===== src/rtl/timer_dev_pkg.sv =====
// timer_dev_pkg: shared constants and types for the memory-mapped countdown timer.
//   - Bus bases and register byte offsets as seen by the system bridge.
//   - CTRL field positions and mode codes.
//   - FSM state type and register-select type used by timer_dev.
package timer_dev_pkg;

  // Instance bases (decoded by the bridge, not by the timer itself)
  localparam logic [31:0] TIMER0_BASE = 32'h0000_7f00;
  localparam logic [31:0] TIMER1_BASE = 32'h0000_7f10;

  // Register byte offsets within an instance
  localparam logic [3:0] TIMER_CTRL   = 4'h0;
  localparam logic [3:0] TIMER_PRESET = 4'h4;
  localparam logic [3:0] TIMER_COUNT  = 4'h8;

  // CTRL.Mode codes; 2'b1x is treated as one-shot
  localparam logic [1:0] TIMER_MODE_ONESHOT = 2'b00;
  localparam logic [1:0] TIMER_MODE_RELOAD  = 2'b01;

  // CTRL bit positions
  localparam int CTRL_EN_BIT   = 0;
  localparam int CTRL_MODE_LSB = 1;
  localparam int CTRL_MODE_MSB = 2;
  localparam int CTRL_IM_BIT   = 3;
  localparam int CTRL_W        = 4;

  typedef enum logic [1:0] {
    ST_IDLE = 2'd0,
    ST_LOAD = 2'd1,
    ST_CNT  = 2'd2,
    ST_INT  = 2'd3
  } state_t;

  // Word select taken from Addr[3:2]
  typedef enum logic [1:0] {
    REG_CTRL   = 2'd0,
    REG_PRESET = 2'd1,
    REG_COUNT  = 2'd2,
    REG_NONE   = 2'd3
  } reg_sel_t;

  function automatic logic is_reload(input logic [1:0] mode);
    return mode == TIMER_MODE_RELOAD;
  endfunction

endpackage


===== src/rtl/timer_dev.sv =====
// timer_dev: memory-mapped countdown timer with interrupt request.
//   clk    in   system clock, all state on rising edge
//   reset  in   synchronous active-low reset
//   Addr   in   byte address, only Addr[3:2] decoded (CTRL/PRESET/COUNT/unused)
//   WE     in   write strobe, already qualified by the bridge chip select
//   Din    in   write data
//   Dout   out  combinational read data for the selected word
//   IRQ    out  CTRL.IM & irq_flag
// A CPU write always takes priority: on a write edge the FSM and COUNT hold.
module timer_dev
  import timer_dev_pkg::*;
#(
  parameter int DATA_W = 32
) (
  input  logic              clk,
  input  logic              reset,
  input  logic [31:0]       Addr,
  input  logic              WE,
  input  logic [DATA_W-1:0] Din,
  output logic [DATA_W-1:0] Dout,
  output logic              IRQ
);

  localparam logic [DATA_W-1:0] ONE = DATA_W'(1);

  state_t              state_reg, state_next;
  logic [CTRL_W-1:0]   ctrl_reg, ctrl_next;
  logic [DATA_W-1:0]   preset_reg, preset_next;
  logic [DATA_W-1:0]   count_reg, count_next;
  logic                irq_flag_reg, irq_flag_next;

  reg_sel_t            sel;
  logic                enable;
  logic [1:0]          mode;
  logic                count_last;

  // Only the word select matters; the bridge has already decoded the base.
  logic                addr_unused;
  assign addr_unused = ^{Addr[31:4], Addr[1:0]};

  assign sel        = reg_sel_t'(Addr[3:2]);
  assign enable     = ctrl_reg[CTRL_EN_BIT];
  assign mode       = ctrl_reg[CTRL_MODE_MSB:CTRL_MODE_LSB];
  // PRESET=0 behaves like PRESET=1: expiry fires on the first enabled CNT cycle.
  assign count_last = (count_reg <= ONE);

  // State and register file
  always_ff @(posedge clk) begin
    if (!reset) begin
      state_reg    <= ST_IDLE;
      ctrl_reg     <= '0;
      preset_reg   <= '0;
      count_reg    <= '0;
      irq_flag_reg <= 1'b0;
    end else begin
      state_reg    <= state_next;
      ctrl_reg     <= ctrl_next;
      preset_reg   <= preset_next;
      count_reg    <= count_next;
      irq_flag_reg <= irq_flag_next;
    end
  end

  // Next-state logic
  always_comb begin
    state_next = state_reg;
    if (!WE) begin
      unique case (state_reg)
        ST_IDLE: if (enable) state_next = ST_LOAD;
        ST_LOAD: state_next = ST_CNT;
        ST_CNT:  if (enable && count_last) state_next = ST_INT;
        ST_INT:  state_next = ST_IDLE;
        default: state_next = ST_IDLE;
      endcase
    end
  end

  // Register updates: bus writes, otherwise FSM-driven datapath
  always_comb begin
    ctrl_next     = ctrl_reg;
    preset_next   = preset_reg;
    count_next    = count_reg;
    irq_flag_next = irq_flag_reg;
    if (WE) begin
      unique case (sel)
        REG_CTRL: begin
          ctrl_next     = Din[CTRL_W-1:0];
          irq_flag_next = 1'b0;   // software acknowledge
        end
        REG_PRESET: preset_next = Din;
        default: ;                // COUNT is read-only, offset 0xC ignored
      endcase
    end else begin
      unique case (state_reg)
        ST_IDLE: if (enable) irq_flag_next = 1'b0;
        ST_LOAD: count_next = preset_reg;
        ST_CNT: begin
          if (enable) begin
            if (count_last) begin
              count_next    = '0;
              irq_flag_next = 1'b1;
            end else begin
              count_next = count_reg - ONE;
            end
          end
        end
        ST_INT: begin
          // Auto-reload keeps Enable set so IDLE restarts the cycle; the flag
          // is dropped here so IRQ is a single-cycle pulse.
          if (is_reload(mode)) irq_flag_next = 1'b0;
          else                 ctrl_next[CTRL_EN_BIT] = 1'b0;
        end
        default: ;
      endcase
    end
  end

  // Outputs
  always_comb begin
    Dout = '0;
    unique case (sel)
      REG_CTRL:   Dout = {{(DATA_W-CTRL_W){1'b0}}, ctrl_reg};
      REG_PRESET: Dout = preset_reg;
      REG_COUNT:  Dout = count_reg;
      default:    Dout = '0;
    endcase
  end

  assign IRQ = ctrl_reg[CTRL_IM_BIT] & irq_flag_reg;

endmodule


===== config.mk =====
export PLATFORM = sky130hd
export DESIGN_NAME = timer_dev
export DESIGN_NICKNAME = d
export VERILOG_FILES = /design/src/rtl/timer_dev_pkg.sv /design/src/rtl/timer_dev.sv
export SDC_FILE = /design/constraint.sdc
export NUM_CORES = 1
export LEC_CHECK = 0
export ABC_AREA = 0
export BUFFER_PORTS_ARGS = -buffer_cell sky130_fd_sc_hd__buf_4
export CELL_PAD_IN_SITES_DETAIL_PLACEMENT = 1
export CELL_PAD_IN_SITES_GLOBAL_PLACEMENT = 2
export CORE_MARGIN = 1.5
export CORE_UTILIZATION = 31
export CTS_CLUSTER_DIAMETER = 80
export DETAILED_ROUTE_END_ITERATION = 10
export PLACE_DENSITY = 0.78
export SLEW_MARGIN = 25
export SYNTH_ARGS = -nofsm -noshare
export SYNTH_HDL_FRONTEND = slang
export SYNTH_SLANG_ARGS = --single-unit

===== constraint.sdc =====
create_clock -name clk -period 2.5 [get_ports clk]
set_input_delay 0.25 -clock clk [delete_from_list [all_inputs] [get_ports clk]]
set_output_delay 0.25 -clock clk [all_outputs]
set_load 0.1 [all_outputs]

==> impl_metrics.prom, run 1 <==
# TYPE chip_impl_metric gauge
chip_impl_metric{name="required",unit="ns"} 2.72
chip_impl_metric{name="p_per_area",unit="nW/um^2"} 551
chip_impl_metric{name="floorplan_core_area",unit="um^2"} 13200
chip_impl_info{name="worst_path_max_delay_cell",value="sky130_fd_sc_hd__or3_1"} 1
chip_impl_metric{name="max-vdd-ir-drop",unit="V"} 0.000300
chip_impl_metric{name="yosysWarningCount",unit=""} 0
chip_impl_info{name="most_common_flop_cell_mapped_by_yosys",value="sky130_fd_sc_hd__dfxtp_1"} 1
chip_impl_metric{name="htree_num_levels",unit=""} 3
chip_impl_metric{name="synthesis.area_per_instance",unit="um^2"} 7.86
chip_impl_metric{name="post_synth_inst_count",unit=""} 533
chip_impl_metric{name="post-synth-top-area-fraction",unit=""} 0.339
chip_impl_metric{name="worst_setup_hold_path_clk_slew",unit="ns"} 0.06
chip_impl_metric{name="totalNegativeSetupSlack",unit="ns"} 0
chip_impl_metric{name="timing.critical_path.fanout_max",unit=""} 8
chip_impl_metric{name="setup_viol",unit=""} 0
chip_impl_metric{name="first_iter_violations",unit=""} 201
chip_impl_info{name="min_path_type",value="in -> reg"} 1
chip_impl_metric{name="signed_area_change_from_the_synthesized_netlist_to_the_final_layout",unit="%"} 26.8
chip_impl_metric{name="tightest_slew",unit="ns"} 0.612
chip_impl_metric{name="post_synth_net_total",unit=""} 606
chip_impl_metric{name="post_synth_adder_cell_area",unit=""} 0.0179
chip_impl_metric{name="antenna-diode-count",unit=""} 0
chip_impl_info{name="cp-start-kind",value="flip-flop"} 1
chip_impl_metric{name="flip_flop_and_latch_count_after_synthesis",unit=""} 71
chip_impl_metric{name="row_count",unit=""} 42
chip_impl_metric{name="fin_skew",unit="ns"} 0.00695
chip_impl_metric{name="synth-compound-area-share",unit=""} 0.307
chip_impl_metric{name="place.detailed.hpwl",unit="um"} 10600
chip_impl_metric{name="postRouteWirelength",unit="um"} 14700
chip_impl_metric{name="cts_inserted_buffers",unit=""} 9
chip_impl_metric{name="pin_count_of_the_biggest_net_entering_global_routing",unit=""} 35
chip_impl_metric{name="start_util",unit=""} 0.317
chip_impl_metric{name="maxCapViolCount",unit=""} 0
chip_impl_metric{name="tcrit_tclk_final",unit=""} 0.918
chip_impl_metric{name="post_synth_xor_area_fraction",unit=""} 0
chip_impl_metric{name="cts-root-to-sink-buffers",unit=""} 2
chip_impl_metric{name="drt_pass1_iterations",unit=""} 4
chip_impl_metric{name="yosys.cell_types.count",unit=""} 67
chip_impl_metric{name="detail_route.drc_violations",unit=""} 0
chip_impl_info{name="criticalPathCategory",value="reg -> reg"} 1
chip_impl_metric{name="place_congestion",unit=""} 0.878
chip_impl_metric{name="postSynth.asyncResetShare",unit=""} 0
chip_impl_metric{name="place_inst",unit=""} 771
chip_impl_metric{name="total_die_area",unit="um^2"} 14200
chip_impl_info{name="clockRootBuffer",value="sky130_fd_sc_hd__clkbuf_16"} 1
chip_impl_info{name="critical_path.endpoint",value="count_reg[5]"} 1
chip_impl_metric{name="io_buffer_count",unit=""} 69
chip_impl_metric{name="nFillCells",unit=""} 1597
chip_impl_info{name="synth.top_cells.by_area",value="sky130_fd_sc_hd__dfxtp_1, sky130_fd_sc_hd__nand2_1, sky130_fd_sc_hd__a21oi_1, sky130_fd_sc_hd__a22o_1, sky130_fd_sc_hd__clkbuf_1"} 1
chip_impl_info{name="critPathLaunch",value="count_reg[23]"} 1
chip_impl_metric{name="reg2reg_depth",unit=""} 6
chip_impl_metric{name="final.min_clock_period",unit="ns"} 2.29
chip_impl_info{name="reg2reg_to",value="count_reg[5]"} 1
chip_impl_metric{name="globalRouteOverflowTotal",unit=""} 0
chip_impl_metric{name="grt_antenna_before_repair",unit=""} 0
chip_impl_metric{name="maxSlewViolCount",unit=""} 0
chip_impl_metric{name="postCtsHoldBufs",unit=""} 0
chip_impl_info{name="status",value="finished clean"} 1
chip_impl_metric{name="synth_edf_count",unit=""} 0
chip_impl_info{name="setup_repair_after_global_routing_missed_its_margin",value="false"} 1
chip_impl_metric{name="worstPathArrival",unit="ns"} 2.52
chip_impl_metric{name="grtUsageTotal",unit=""} 0.215
chip_impl_metric{name="die_wd",unit="um"} 119
chip_impl_metric{name="grt_pass1_vias",unit=""} 4547
chip_impl_info{name="end_kind",value="flip-flop"} 1
chip_impl_metric{name="seq_area",unit="um^2"} 1420
chip_impl_metric{name="instances_no_fill",unit=""} 790
chip_impl_metric{name="synth_sequential_area_ratio",unit=""} 0.339
chip_impl_metric{name="ant_nets",unit=""} 0
chip_impl_metric{name="regToRegSetupSlack",unit="ns"} 0.21
chip_impl_metric{name="synthSimpleGateAreaFrac",unit=""} 0.262
chip_impl_info{name="critical_path.reg2reg.startpoint",value="count_reg[23]"} 1
chip_impl_metric{name="multi_input_area",unit="um^2"} 2530
chip_impl_info{name="post-synth-top-area-cell",value="sky130_fd_sc_hd__dfxtp_1"} 1
chip_impl_metric{name="io_pins",unit=""} 100
chip_impl_metric{name="clk-insertion-delay-late",unit="ns"} 0.35
chip_impl_metric{name="yosys-mux-area-fraction",unit=""} 0.0143
chip_impl_metric{name="syn_area",unit="um^2"} 4190
chip_impl_metric{name="drive_above_1_share",unit=""} 0.241
chip_impl_metric{name="postLayoutSetupSlackWorst",unit="ns"} 0.206
chip_impl_metric{name="hold_violations",unit=""} 0
chip_impl_info{name="worstPathCellList",value="nor4_2 -> nand3_1 -> or3_1 -> buf_4 -> a31oi_1 -> o22ai_1"} 1
chip_impl_metric{name="die_height",unit="um"} 119
chip_impl_info{name="clock_tree_from_tritoncts",value="built"} 1
chip_impl_metric{name="max_fclk",unit="MHz"} 436
chip_impl_metric{name="power.leakage",unit="nW"} 2.14
chip_impl_metric{name="vias",unit=""} 4391
chip_impl_metric{name="nets",unit=""} 682
chip_impl_metric{name="detail_route.vias_per_cell",unit=""} 5.56
chip_impl_metric{name="slew_headroom",unit=""} 0.589
chip_impl_metric{name="fin_util",unit=""} 0.403
chip_impl_metric{name="post_drt_wl_per_cell",unit="um"} 18.7
chip_impl_metric{name="cts_num_sinks",unit=""} 71
chip_impl_metric{name="critical-path-max-stage-delay",unit="ns"} 0.58
chip_impl_info{name="synth_top_family_by_area",value="compound AO/OA/AOI/OAI gates"} 1
chip_impl_metric{name="grt_first_pass_wirelength",unit="um"} 24100
chip_impl_metric{name="dp_slack",unit="ns"} 0.124
logic make-up (layout without fill, tap and decap cells):
logic type | Yosys count | after routing
adder cells (fa/ha/maj) | 6 | 6
multiplexers | 6 | 6
AO/OA/AOI/OAI | 181 | 181
flip-flops | 71 | 71
buffers and inverters | 55 | 136
AND/OR/NAND/NOR | 214 | 214
cell usage after synthesis, types with 8 or more instances:
cell type and count:
sky130_fd_sc_hd__or3_1 8, sky130_fd_sc_hd__nor3_1 11, sky130_fd_sc_hd__nor2_1 24, sky130_fd_sc_hd__clkbuf_1 29
sky130_fd_sc_hd__o21ai_0 19, sky130_fd_sc_hd__inv_1 10, sky130_fd_sc_hd__nor4_1 9, sky130_fd_sc_hd__a21oi_1 56
sky130_fd_sc_hd__a31oi_1 15, sky130_fd_sc_hd__a22o_1 28, sky130_fd_sc_hd__nand2_1 102, sky130_fd_sc_hd__nand4_1 8
sky130_fd_sc_hd__nand3_1 8, sky130_fd_sc_hd__dfxtp_1 71
timing repair:
action | in CTS | in global routing
resized for setup | 0 | 2
endpoints found under the setup margin | 0 | 7
buffers inserted | 0 | 3
through the flow:
step | power (W) | hold WS (ns) | area [um^2]
floorplan | 0.00153 | 0.383 | 4190
global placement | 0.00171 | 0.461 | 5000
detailed placement | 0.00172 | 0.470 | 5000
CTS | 0.00296 | 0.136 | 5280
global route | 0.00304 | 0.141 | 5310
finish | 0.00292 | 0.142 | 5310
where the power goes:
group	leakage, nW	total [W]	internal [W]	switching (W)
registers	0.575	0.00119	0.00116	0.0000270
logic	1.42	0.000515	0.000184	0.000331
clock network	0.142	0.00123	0.000719	0.000506
worst min path at each step:
| stage | from | end | slack [ns] | depth (start not counted) |
|---|---|---|---|---|
| final | Din[16] | preset_reg[16] | 0.14 | 3 |
| after global routing | Din[9] | preset_reg[9] | 0.14 | 3 |
| after CTS | Din[9] | preset_reg[9] | 0.14 | 3 |
| after detailed placement | preset_reg[30] | preset_reg[30] | 0.47 | 2 |
| after global placement | preset_reg[25] | preset_reg[25] | 0.46 | 2 |
| after floorplan | Din[31] | preset_reg[31] | 0.38 | 2 |
worst max-delay path, delay by kind of cell, from the launching register on:
kind | cells | cell delay [ns]
compound gates | 2 | 0.27
buf+inv | 1 | 0.24
flops | 1 | 0.36
simple gates | 3 | 1.30
metal layers:
layer | routed length (um) | global-route usage | vias up
met5 | 0 | 0 | -
met3 | 650 | 0.0479 | 10
met1 | 6800 | 0.276 | 2157
met2 | 7140 | 0.364 | 95
li1 | - | - | 2129
met4 | 144 | 0.0565 | 0
area by class of cell:
class                   count  share of cell area
well taps                 176              0.0415
multi-input cells         407               0.477
inverters                  11             0.00778
clock inverters             4             0.00377
clock buffers              12              0.0483
repair buffers            109               0.154
flip-flops and latches     71               0.268
cell usage in the layout, fill, tap and decap left out, drive strengths merged, types with 5 or more instances in the layout:
master / Yosys / layout
a21oi: 56 / 56
a22o: 29 / 29
a31oi: 15 / 15
a32o: 7 / 7
and2: 5 / 5
buf: 12 / 109
clkbuf: 32 / 12
clkinv: 1 / 5
dfxtp: 71 / 71
ha: 6 / 6
inv: 10 / 10
mux2i: 6 / 6
nand2: 102 / 102
nand2b: 6 / 6
nand3: 8 / 8
nand4: 10 / 10
nor2: 25 / 25
nor3: 14 / 14
nor4: 11 / 11
o21ai: 19 / 19
o311ai: 5 / 5
o31a: 5 / 5
or3: 9 / 9
or4: 6 / 6
No activity file was read; power rests on OpenSTA's default activity.
==> run 2, diff against run 1 <==
--- a/config.mk
+++ b/config.mk
@@ -9,7 +9,7 @@
 export BUFFER_PORTS_ARGS = -buffer_cell sky130_fd_sc_hd__buf_4
 export CELL_PAD_IN_SITES_DETAIL_PLACEMENT = 1
 export CELL_PAD_IN_SITES_GLOBAL_PLACEMENT = 2
-export CORE_MARGIN = 1.5
+export CORE_ASPECT_RATIO = 2
 export CORE_UTILIZATION = 31
 export CTS_CLUSTER_DIAMETER = 80
 export DETAILED_ROUTE_END_ITERATION = 10
==> impl_metrics.prom, run 2 (same netlist as run 1, synthesis figures left out) <==
# TYPE chip_impl_metric gauge
chip_impl_metric{name="power.leakage",unit="nW"} 2.14
chip_impl_info{name="reg2reg_to",value="count_reg[31]"} 1
chip_impl_metric{name="instances_no_fill",unit=""} 767
chip_impl_metric{name="tcrit_tclk_final",unit=""} 0.931
chip_impl_metric{name="drive_above_1_share",unit=""} 0.239
chip_impl_metric{name="nFillCells",unit=""} 1585
chip_impl_metric{name="drt_pass1_iterations",unit=""} 7
chip_impl_metric{name="totalNegativeSetupSlack",unit="ns"} 0
chip_impl_metric{name="worst_setup_hold_path_clk_slew",unit="ns"} 0.06
chip_impl_metric{name="p_per_area",unit="nW/um^2"} 561
chip_impl_metric{name="postRouteWirelength",unit="um"} 15100
chip_impl_metric{name="vias",unit=""} 4384
chip_impl_metric{name="grtUsageTotal",unit=""} 0.220
chip_impl_metric{name="power_switching_share",unit=""} 0.286
chip_impl_metric{name="total_switching_power",unit="W"} 0.000853
chip_impl_info{name="setup_repair_after_global_routing_missed_its_margin",value="false"} 1
chip_impl_metric{name="maxCapViolCount",unit=""} 0
chip_impl_info{name="critPathLaunch",value="count_reg[13]"} 1
chip_impl_metric{name="critical-path-max-stage-delay",unit="ns"} 0.57
chip_impl_metric{name="multi_input_area",unit="um^2"} 2530
chip_impl_metric{name="htree_num_levels",unit=""} 3
chip_impl_metric{name="fin_skew",unit="ns"} 0.00901
chip_impl_metric{name="grt_antenna_before_repair",unit=""} 0
chip_impl_metric{name="place.detailed.hpwl",unit="um"} 11100
chip_impl_metric{name="antenna-diode-count",unit=""} 0
chip_impl_metric{name="maxSlewViolCount",unit=""} 0
chip_impl_info{name="end_kind",value="flip-flop"} 1
chip_impl_metric{name="die_height",unit="um"} 166
chip_impl_metric{name="floorplan_core_area",unit="um^2"} 13100
chip_impl_metric{name="first_iter_violations",unit=""} 229
chip_impl_metric{name="share_clk_of_total_power",unit=""} 0.419
chip_impl_metric{name="cts_num_sinks",unit=""} 71
chip_impl_metric{name="postCtsHoldBufs",unit=""} 0
chip_impl_metric{name="hold_violations",unit=""} 0
chip_impl_metric{name="ant_nets",unit=""} 0
chip_impl_metric{name="post_drt_wl_per_cell",unit="um"} 19.6
chip_impl_metric{name="grt_first_pass_wirelength",unit="um"} 24300
chip_impl_metric{name="cts-root-to-sink-buffers",unit=""} 2
chip_impl_info{name="min_path_type",value="in -> reg"} 1
chip_impl_metric{name="final.min_clock_period",unit="ns"} 2.33
chip_impl_info{name="status",value="finished, violations left"} 1
chip_impl_info{name="worst_path_max_delay_cell",value="sky130_fd_sc_hd__or4_1"} 1
chip_impl_info{name="critical_path.reg2reg.startpoint",value="count_reg[13]"} 1
chip_impl_metric{name="setup_viol",unit=""} 0
chip_impl_metric{name="timing.critical_path.fanout_max",unit=""} 10
chip_impl_info{name="clockRootBuffer",value="sky130_fd_sc_hd__clkbuf_16"} 1
chip_impl_metric{name="grt_pass1_vias",unit=""} 4762
chip_impl_metric{name="total_die_area",unit="um^2"} 14000
chip_impl_info{name="criticalPathCategory",value="reg -> reg"} 1
chip_impl_metric{name="regToRegSetupSlack",unit="ns"} 0.17
chip_impl_info{name="critical_path.endpoint",value="count_reg[31]"} 1
chip_impl_metric{name="place_congestion",unit=""} 0.890
chip_impl_metric{name="slew_headroom",unit=""} 0.622
chip_impl_metric{name="pin_count_of_the_biggest_net_entering_global_routing",unit=""} 50
chip_impl_metric{name="globalRouteOverflowTotal",unit=""} 0
chip_impl_metric{name="die_wd",unit="um"} 84.2
chip_impl_metric{name="start_util",unit=""} 0.321
chip_impl_metric{name="max_fclk",unit="MHz"} 430
chip_impl_info{name="worstPathCellList",value="nor3_1 -> buf_4 -> nand4_4 -> or2_0 -> or4_1 -> a31oi_1"} 1
chip_impl_metric{name="clk-insertion-delay-late",unit="ns"} 0.34
chip_impl_metric{name="cts_inserted_buffers",unit=""} 9
chip_impl_metric{name="seq_area",unit="um^2"} 1420
chip_impl_metric{name="io_pins",unit=""} 100
chip_impl_metric{name="place_inst",unit=""} 752
chip_impl_metric{name="sequentialPowerShare",unit=""} 0.398
chip_impl_metric{name="detail_route.vias_per_cell",unit=""} 5.72
chip_impl_info{name="cp-start-kind",value="flip-flop"} 1
chip_impl_info{name="layout_commonest_cell",value="sky130_fd_sc_hd__buf_4"} 1
chip_impl_info{name="layout_common_cells",value="sky130_fd_sc_hd__buf_4, sky130_fd_sc_hd__nand2_1, sky130_fd_sc_hd__dfxtp_1, sky130_fd_sc_hd__a21oi_1, sky130_fd_sc_hd__a22o_1"} 1
chip_impl_metric{name="nets",unit=""} 684
chip_impl_metric{name="row_count",unit=""} 59
chip_impl_info{name="violated_checks",value="design-rule violations"} 1
chip_impl_metric{name="combinationalPowerShare",unit=""} 0.183
chip_impl_metric{name="io_buffer_count",unit=""} 69
chip_impl_metric{name="internal_power",unit="W"} 0.00212
chip_impl_info{name="clock_tree_from_tritoncts",value="built"} 1
chip_impl_metric{name="tightest_slew",unit="ns"} 0.566
chip_impl_metric{name="detail_route.drc_violations",unit=""} 10
chip_impl_metric{name="reg2reg_depth",unit=""} 6
chip_impl_metric{name="max-vdd-ir-drop",unit="V"} 0.000297
chip_impl_metric{name="worstPathArrival",unit="ns"} 2.59
chip_impl_metric{name="required",unit="ns"} 2.76
chip_impl_metric{name="signed_area_change_from_the_synthesized_netlist_to_the_final_layout",unit="%"} 26.7
[run 2: metrics by stage]
step           power, W  hold slack [ns]  area, um^2   util  setup WS (ns)
2_1_floorplan   0.00153            0.383        4190      -          0.206
3_3_place_gp    0.00174            0.459        5020  0.384          0.206
3_5_place_dp    0.00175            0.466        5020  0.384          0.112
4_1_cts         0.00301            0.153        5300  0.406          0.127
5_1_grt         0.00310            0.157        5310  0.406         0.0577
6_report        0.00298            0.162        5310  0.406          0.174
[run 2: worst min-delay path by stage]
| stage | slack, ns | end | startpoint | depth (start not counted) |
|---|---|---|---|---|
| 4_1_cts | 0.15 | preset_reg[7] | Din[7] | 3 |
| 3_3_place_gp | 0.46 | preset_reg[30] | preset_reg[30] | 2 |
| 5_1_grt | 0.16 | preset_reg[7] | Din[7] | 3 |
| 3_5_place_dp | 0.47 | preset_reg[3] | preset_reg[3] | 2 |
| 2_1_floorplan | 0.38 | preset_reg[31] | Din[31] | 2 |
| 6_report | 0.16 | preset_reg[7] | Din[7] | 3 |
[run 2: metal layers]
layer	GRT usage	share of wire
met5	0	0
met4	0.115	0.031
met3	0.0263	0.024
met2	0.419	0.56
met1	0.230	0.39
[run 2: area by class of cell]
| type | instances | area share |
|---|---|---|
| Clock buffer | 11 | 0.0439 |
| Clock inverter | 4 | 0.00896 |
| Inverter | 11 | 0.00778 |
| Multi-Input combinational cell | 407 | 0.476 |
| Sequential cell | 71 | 0.268 |
| Tap cell | 152 | 0.0358 |
| Timing Repair Buffer | 111 | 0.159 |
[run 2: timing repair]
item / in CTS / in global routing
setup buffers: 0 / 0
endpoints found under the hold margin: 0 / 0
resized for setup: 0 / 1
endpoints found under the setup margin: 0 / 1
[run 2: power by group through the flow]
stage                     clock network, W  registers, W  logic [W]
after floorplan                          0       0.00120   0.000327
after global placement                   0       0.00121   0.000531
after detailed placement                 0       0.00121   0.000541
after CTS                          0.00128       0.00119   0.000544
after global routing               0.00133       0.00119   0.000583
final                              0.00125       0.00119   0.000545
[run 2: critical path, delay by kind of cell, from the launching register on]
family          cells  cell delay, ns
simple gates        4            1.53
flops               1            0.35
buf+inv             1            0.20
compound gates      1            0.17
